## src/rtl/regfile_pkg.sv

```systemverilog
// Shared constants, types and address helpers for the multi-port register file.
//   XLEN, NREGS_E, REG_ADDR_W : RV32E defaults
//   reg_addr_t, xdata_t       : register address / data types
//   ZERO_REG                  : hard-wired zero register index
package regfile_pkg;

  localparam int unsigned XLEN       = 32;
  localparam int unsigned NREGS_E    = 16;
  localparam int unsigned REG_ADDR_W = 5;
  localparam int unsigned ZERO_REG   = 0;

  typedef logic [REG_ADDR_W-1:0] reg_addr_t;
  typedef logic [XLEN-1:0]       xdata_t;

  // Address names an implemented register (callers zero-extend to 32 bits).
  function automatic logic addr_in_range(input logic [31:0] addr, input int unsigned depth);
    return addr < depth;
  endfunction

  // Address names an implemented register that has storage (excludes x0).
  function automatic logic addr_writable(input logic [31:0] addr, input int unsigned depth);
    return (addr != ZERO_REG) && (addr < depth);
  endfunction

endpackage

```

## src/rtl/regfile_scoreboard.sv

```systemverilog
// Busy scoreboard for the register file.
//   clk, rst        : clock, asynchronous active-high reset
//   we, waddr       : writeback clears the busy bit of waddr
//   sb_set, sb_addr : issue marks sb_addr busy (wins over a same-cycle clear)
//   raddr           : NUM_RD packed read addresses
//   rbusy           : per-port busy status of the addressed register
module regfile_scoreboard
  import regfile_pkg::*;
#(
  parameter int unsigned DEPTH  = NREGS_E,
  parameter int unsigned ADDR_W = REG_ADDR_W,
  parameter int unsigned NUM_RD = 2,
  parameter int unsigned BYPASS = 1
) (
  input  logic                     clk,
  input  logic                     rst,
  input  logic                     we,
  input  logic [ADDR_W-1:0]        waddr,
  input  logic                     sb_set,
  input  logic [ADDR_W-1:0]        sb_addr,
  input  logic [NUM_RD*ADDR_W-1:0] raddr,
  output logic [NUM_RD-1:0]        rbusy
);

  localparam int unsigned NumAddr = 1 << ADDR_W;

  // x0 has no busy flop; bit 0 of the extended view is constant zero.
  logic [DEPTH-1:1]   busy_d, busy_q;
  logic [NumAddr-1:0] busy_ext;

  always_comb begin
    busy_d = busy_q;
    for (int r = 1; r < int'(DEPTH); r++) begin
      if (we && waddr == ADDR_W'(r)) begin
        busy_d[r] = 1'b0;
      end
      // Applied after the clear so a newer producer keeps the register busy.
      if (sb_set && sb_addr == ADDR_W'(r)) begin
        busy_d[r] = 1'b1;
      end
    end
  end

  always_ff @(posedge clk or posedge rst) begin
    if (rst) begin
      busy_q <= '0;
    end else begin
      busy_q <= busy_d;
    end
  end

  // Addresses at or above DEPTH look up a zero entry.
  always_comb begin
    busy_ext              = '0;
    busy_ext[DEPTH-1:1]   = busy_q;
  end

  for (genvar i = 0; i < NUM_RD; i++) begin : g_port
    logic [ADDR_W-1:0] ra;
    logic              fwd_clr;

    assign ra = raddr[i*ADDR_W +: ADDR_W];
    // A write retiring this cycle already resolves the hazard when bypass is on.
    assign fwd_clr = (BYPASS != 0) && we && (waddr == ra) && !(sb_set && (sb_addr == ra));
    assign rbusy[i] = busy_ext[ra] && !fwd_clr;
  end

endmodule

```

## src/rtl/regfile_mp.sv

```systemverilog
// Parametrised multi-read-port integer register file.
//   clk, rst        : clock, asynchronous active-high reset
//   we/waddr/wdata  : writeback port (x0 and addresses >= DEPTH dropped)
//   raddr/rdata     : NUM_RD combinational read ports, packed
//   sb_set/sb_addr  : scoreboard claim of a destination register
//   rbusy           : per-port pending-write status
//   err             : sticky flag for any access to an address >= DEPTH
module regfile_mp
  import regfile_pkg::*;
#(
  parameter int unsigned BIT_WIDTH = XLEN,
  parameter int unsigned DEPTH     = NREGS_E,
  parameter int unsigned ADDR_W    = REG_ADDR_W,
  parameter int unsigned NUM_RD    = 2,
  parameter int unsigned BYPASS    = 1
) (
  input  logic                        clk,
  input  logic                        rst,
  input  logic                        we,
  input  logic [ADDR_W-1:0]           waddr,
  input  logic [BIT_WIDTH-1:0]        wdata,
  input  logic [NUM_RD*ADDR_W-1:0]    raddr,
  output logic [NUM_RD*BIT_WIDTH-1:0] rdata,
  input  logic                        sb_set,
  input  logic [ADDR_W-1:0]           sb_addr,
  output logic [NUM_RD-1:0]           rbusy,
  output logic                        err
);

  localparam int unsigned NumAddr = 1 << ADDR_W;

  if (DEPTH > NumAddr || DEPTH < 2) begin : g_bad_depth
    $error("regfile_mp: DEPTH must be in 2..2**ADDR_W");
  end

  logic waddr_ok;
  assign waddr_ok = addr_writable(32'(waddr), DEPTH);

  // Full address-space view: x0 and unimplemented entries read as zero.
  logic [BIT_WIDTH-1:0] rf [NumAddr];
  assign rf[0] = '0;

  for (genvar r = 1; r < NumAddr; r++) begin : g_reg
    if (r < DEPTH) begin : g_impl
      logic [BIT_WIDTH-1:0] reg_d, reg_q;

      always_comb begin
        reg_d = reg_q;
        if (we && waddr_ok && waddr == ADDR_W'(r)) begin
          reg_d = wdata;
        end
      end

      always_ff @(posedge clk or posedge rst) begin
        if (rst) begin
          reg_q <= '0;
        end else begin
          reg_q <= reg_d;
        end
      end

      assign rf[r] = reg_q;
    end else begin : g_unimpl
      assign rf[r] = '0;
    end
  end

  for (genvar i = 0; i < NUM_RD; i++) begin : g_rd
    logic [ADDR_W-1:0] ra;
    logic              fwd;

    assign ra = raddr[i*ADDR_W +: ADDR_W];
    // Forwarding is held off during reset so rdata reads zero there.
    assign fwd = (BYPASS != 0) && !rst && we && waddr_ok && (waddr == ra);
    assign rdata[i*BIT_WIDTH +: BIT_WIDTH] = fwd ? wdata : rf[ra];
  end

  regfile_scoreboard #(
    .DEPTH  (DEPTH),
    .ADDR_W (ADDR_W),
    .NUM_RD (NUM_RD),
    .BYPASS (BYPASS)
  ) u_scoreboard (
    .clk     (clk),
    .rst     (rst),
    .we      (we),
    .waddr   (waddr),
    .sb_set  (sb_set),
    .sb_addr (sb_addr),
    .raddr   (raddr),
    .rbusy   (rbusy)
  );

  logic err_d, err_q;

  always_comb begin
    err_d = err_q;
    if (we && !addr_in_range(32'(waddr), DEPTH)) begin
      err_d = 1'b1;
    end
    if (sb_set && !addr_in_range(32'(sb_addr), DEPTH)) begin
      err_d = 1'b1;
    end
    for (int i = 0; i < int'(NUM_RD); i++) begin
      if (!addr_in_range(32'(raddr[i*ADDR_W +: ADDR_W]), DEPTH)) begin
        err_d = 1'b1;
      end
    end
  end

  always_ff @(posedge clk or posedge rst) begin
    if (rst) begin
      err_q <= 1'b0;
    end else begin
      err_q <= err_d;
    end
  end

  assign err = err_q;

endmodule

```

## config.mk

```make
export PLATFORM = sky130hd
export DESIGN_NAME = regfile_mp
export DESIGN_NICKNAME = d
export VERILOG_FILES = /design/src/rtl/regfile_pkg.sv /design/src/rtl/regfile_scoreboard.sv /design/src/rtl/regfile_mp.sv
export SDC_FILE = /design/constraint.sdc
export NUM_CORES = 1
export LEC_CHECK = 0
export BUFFER_PORTS_ARGS = -buffer_cell sky130_fd_sc_hd__buf_2
export CAP_MARGIN = 20
export CORE_MARGIN = 5
export CORE_UTILIZATION = 30
export DETAILED_ROUTE_END_ITERATION = 10
export PLACE_DENSITY = 0.45
export SETUP_SLACK_MARGIN = 0.02
export SYNTH_ARGS = -nofsm -noshare
export SYNTH_HDL_FRONTEND = slang
export SYNTH_SLANG_ARGS = --single-unit
```

## constraint.sdc

```tcl
create_clock -name clk -period 16.72 [get_ports clk]
set_input_delay 0 -clock clk [delete_from_list [all_inputs] [get_ports clk]]
set_output_delay 0 -clock clk [all_outputs]
set_load 0.1 [all_outputs]
```

==> impl_metrics.prom <==
# TYPE chip_impl_metric gauge
chip_impl_metric{name="vdd_ir_drop_max",unit="V"} 0.0000721
chip_impl_metric{name="finalWorstPathRequiredPeriod",unit="ps"} 3810
chip_impl_metric{name="finalHoldViolCount",unit=""} 0
chip_impl_info{name="netlist_top_cells_area",value="dfrtp_1 45%, mux2_2 19%, mux4_2 15%"} 1
chip_impl_info{name="setup.worst_path.start_class",value="primary input"} 1
chip_impl_metric{name="async_reset_ff_frac",unit=""} 1.00
chip_impl_metric{name="clock_tree.buffer_depth",unit=""} 3
chip_impl_metric{name="synth_top_area_frac",unit=""} 0.455
chip_impl_metric{name="place.port_buffers",unit=""} 122
chip_impl_info{name="synth-main-ff-cell",value="dfrtp_1"} 1
chip_impl_metric{name="arrival",unit="ps"} 3810
chip_impl_metric{name="multiInputGateArea",unit="um^2"} 13900
chip_impl_metric{name="grt_pass1_vias",unit=""} 19700
chip_impl_metric{name="power.leakage",unit="nW"} 13.6
chip_impl_metric{name="drv_cap",unit=""} 0
chip_impl_info{name="timing.critical_path.to_type",value="output pin"} 1
chip_impl_metric{name="synth_simple_gate_area_share",unit=""} 0.0201
chip_impl_metric{name="timing.final.max_slew_violations",unit=""} 0
chip_impl_metric{name="clkTransAtPathRegs",unit="ps"} 60
chip_impl_metric{name="synth-adder-area-share",unit=""} 0
chip_impl_metric{name="filler_cell_count",unit=""} 8646
chip_impl_metric{name="worstMarginPinSlew",unit="ps"} 1110
chip_impl_metric{name="cts_inserted_buffers",unit=""} 58
chip_impl_info{name="cts_tree",value="done"} 1
chip_impl_info{name="synth.largest_area_cell",value="dfrtp_1"} 1
chip_impl_metric{name="muxShareOfSynthArea",unit=""} 0.407
chip_impl_metric{name="fin_util",unit=""} 0.348
chip_impl_metric{name="skew",unit="ps"} 0
chip_impl_metric{name="route.detailed.drc",unit=""} 0
chip_impl_metric{name="detail-route-antenna-nets",unit=""} 0
chip_impl_metric{name="gp_congestion",unit=""} 0.754
chip_impl_metric{name="global_route.overflow_total",unit=""} 0
chip_impl_metric{name="floorplan.die_area",unit="um^2"} 97100
chip_impl_metric{name="synth_enable_flop_cells",unit=""} 0
chip_impl_metric{name="synth_area_per_cell",unit="um^2"} 14.1
chip_impl_info{name="grt_setup_unrepaired",value="false"} 1
chip_impl_metric{name="fin_nets",unit=""} 2057
chip_impl_metric{name="cp_max_fo",unit=""} 57
chip_impl_metric{name="area_growth_syn_to_layout",unit="%"} 14.9
chip_impl_metric{name="numPlacedInstances",unit=""} 3071
chip_impl_metric{name="wire_length_of_the_first_global_routing_pass",unit="um"} 137000
chip_impl_metric{name="floorplan.initialDensity",unit=""} 0.303
chip_impl_metric{name="synth_cell_type_count",unit=""} 45
chip_impl_metric{name="dr_total_vias",unit=""} 18300
chip_impl_metric{name="finalSetupViolCount",unit=""} 0
chip_impl_metric{name="antenna_found_initial",unit=""} 2
chip_impl_metric{name="detail_route.first_pass.iterations",unit=""} 7
chip_impl_info{name="cts_root_buffer",value="clkbuf_16"} 1
chip_impl_metric{name="yosys.area_share.xor_xnor",unit=""} 0.00577
chip_impl_metric{name="finalCritPeriodShare",unit=""} 0.228
chip_impl_metric{name="cp_required",unit="ps"} 16720
chip_impl_metric{name="synth_warnings",unit=""} 0
chip_impl_metric{name="dp.final_hpwl",unit="um"} 49900
chip_impl_metric{name="chipWidth",unit="um"} 312
chip_impl_metric{name="grt_use_total",unit=""} 0.184
chip_impl_metric{name="final_cell_count_without_fillers",unit=""} 3221
chip_impl_metric{name="p_per_area",unit="nW/um^2"} 121
chip_impl_metric{name="detail_route.vias_per_cell",unit=""} 5.67
chip_impl_metric{name="drive_gt1_frac",unit=""} 0.458
chip_impl_metric{name="achievable-frequency",unit="MHz"} 263
chip_impl_metric{name="power",unit="mW"} 3.80
chip_impl_metric{name="boundaryPins",unit=""} 123
chip_impl_metric{name="area_of_the_core",unit="um^2"} 90100
chip_impl_metric{name="worst_skew_pair.late_latency",unit="ps"} 610
chip_impl_metric{name="post_drt_wl_per_cell",unit="um"} 28.2
chip_impl_metric{name="worst_slew_margin_rel",unit=""} 0.262
chip_impl_metric{name="register_area",unit="um^2"} 12400
chip_impl_info{name="run_status",value="finished clean"} 1
chip_impl_info{name="hp-class",value="in2reg"} 1
chip_impl_metric{name="count_of_state_elements_after_synthesis",unit=""} 496
chip_impl_metric{name="post_cts_setup_repair_buffer_count",unit=""} 0
chip_impl_metric{name="hold-worst-slack",unit="ps"} 161
chip_impl_metric{name="synth_sequential_area_ratio",unit=""} 0.455
chip_impl_metric{name="grt_max_degree",unit=""} 170
chip_impl_info{name="critical_path_class",value="in2out"} 1
chip_impl_metric{name="numClockSinks",unit=""} 496
chip_impl_metric{name="initialDrtViolationCount",unit=""} 1106
chip_impl_metric{name="synth-compound-area-share",unit=""} 0.0747
chip_impl_metric{name="htree_num_levels",unit=""} 2
chip_impl_metric{name="rows",unit=""} 110
chip_impl_metric{name="postSynthNetCount",unit=""} 1992
chip_impl_metric{name="die_height",unit="um"} 312
chip_impl_metric{name="post_synth_inst_count",unit=""} 1936
chip_impl_metric{name="drt_wl_total",unit="um"} 90900
chip_impl_metric{name="finalSetupTns",unit="ps"} 0
chip_impl_metric{name="syn_area",unit="um^2"} 27300
chip_impl_info{name="synth_top_family_by_area",value="multiplexers"} 1
-- layer usage --
layer / share of wire / vias up / wire length [um] / global-route usage
met3: 0.048 / 146 / 4360 / 0.0298
met2: 0.47 / 514 / 42900 / 0.301
met5: 0 / - / 0 / 0
met1: 0.45 / 9932 / 41000 / 0.255
met4: 0.030 / 0 / 2700 / 0.0518
li1: - / 7676 / - / -
-- cell usage after synthesis, types with 5 or more instances --
master / n
a221oi_1: 48
a22o_1: 55
a32o_1: 17
and3_1: 7
buf_2: 99
buf_4: 15
clkbuf_1: 82
dfrtp_1: 496
inv_1: 13
mux2_1: 59
mux2_2: 471
mux2i_1: 104
mux4_2: 180
nand2_1: 36
nand3_1: 5
nor2_1: 22
nor2b_1: 9
nor3_1: 6
o21ai_0: 66
o22a_1: 16
o22ai_1: 67
or3_1: 16
xnor2_1: 7
xor2_1: 11
-- worst max-delay path: stages --
cell,delay (ps)
clkbuf_8,540
buf_4,740
buf_4,830
mux4_2,580
o21ai_0,220
o22ai_1,110
a22o_1,300
buf_2,310
-- cells by family after synthesis --
family,after synthesis
and+or+nand+nor,111
muxes,816
buffers and inverters,217
AOI/OAI and AO/OA,278
DFF,496
xor gates and xnor gates,18
-- state kept, by name, indices dropped and copies added, names as in the netlist --
name / count
g.g_impl.reg_q: 480
u_scoreboard.busy_q: 15
err: 1
-- worst paths after layout --
check | start | endpoint | slack, ps | depth (start not counted)
hold reg to reg | g_reg[15].g_impl.reg_q[24] | g_reg[15].g_impl.reg_q[24] | 500 | 1
min in group asynchronous | rst | g_reg[14].g_impl.reg_q[2] | 170 | 3
setup reg to reg | err | err | 15470 | 3
hold / removal | waddr[3] | u_scoreboard.busy_q[14] | 160 | 3
max in group asynchronous | rst | g_reg[15].g_impl.reg_q[16] | 14490 | 6
setup / recovery | raddr[5] | rdata[61] | 12910 | 8
-- cells in the final DEF, fill, tap and decap left out, types with 18 or more instances in the layout --
cell / synthesis / layout
a221oi_1: 48 / 48
buf_4: 15 / 36
mux2_1: 59 / 59
mux4_2: 180 / 180
mux2_2: 471 / 471
clkbuf_8: 0 / 18
o22ai_1: 67 / 67
dfrtp_1: 496 / 496
o21ai_0: 66 / 66
mux2i_1: 104 / 104
clkbuf_16: 0 / 59
dlygate4sd3_1: 0 / 44
nor2_1: 22 / 22
buf_2: 99 / 117
a22o_1: 55 / 55
nand2_1: 36 / 27
-- metrics by stage --
stage          cell area [um^2]  setup WS, ps
2_1_floorplan             27300          2870
3_3_place_gp              28800         12930
3_5_place_dp              28900         12890
4_1_cts                   31300         12880
5_1_grt                   31400         12680
6_report                  31400         12910
-- layout make-up --
class                           instances  share of cell area
Tap cell                             1176              0.0469
Inverter                               14             0.00192
Antenna cell                            2            0.000160
Clock inverter                         18             0.00778
Clock buffer                           84              0.0555
Timing Repair Buffer                  208              0.0480
Sequential cell                       496               0.396
Multi-Input combinational cell       1223               0.444
-- power by group --
part           switching (mW)  internal (mW)
sequential              0.176           1.44
clock                   0.520          0.806
combinational           0.419          0.444
-- timing repair --
item,in CTS,in global routing
hold endpoints to repair,604,0
hold buffers,44,0
resized for setup,0,0
Power figures use the tool's default switching activity.
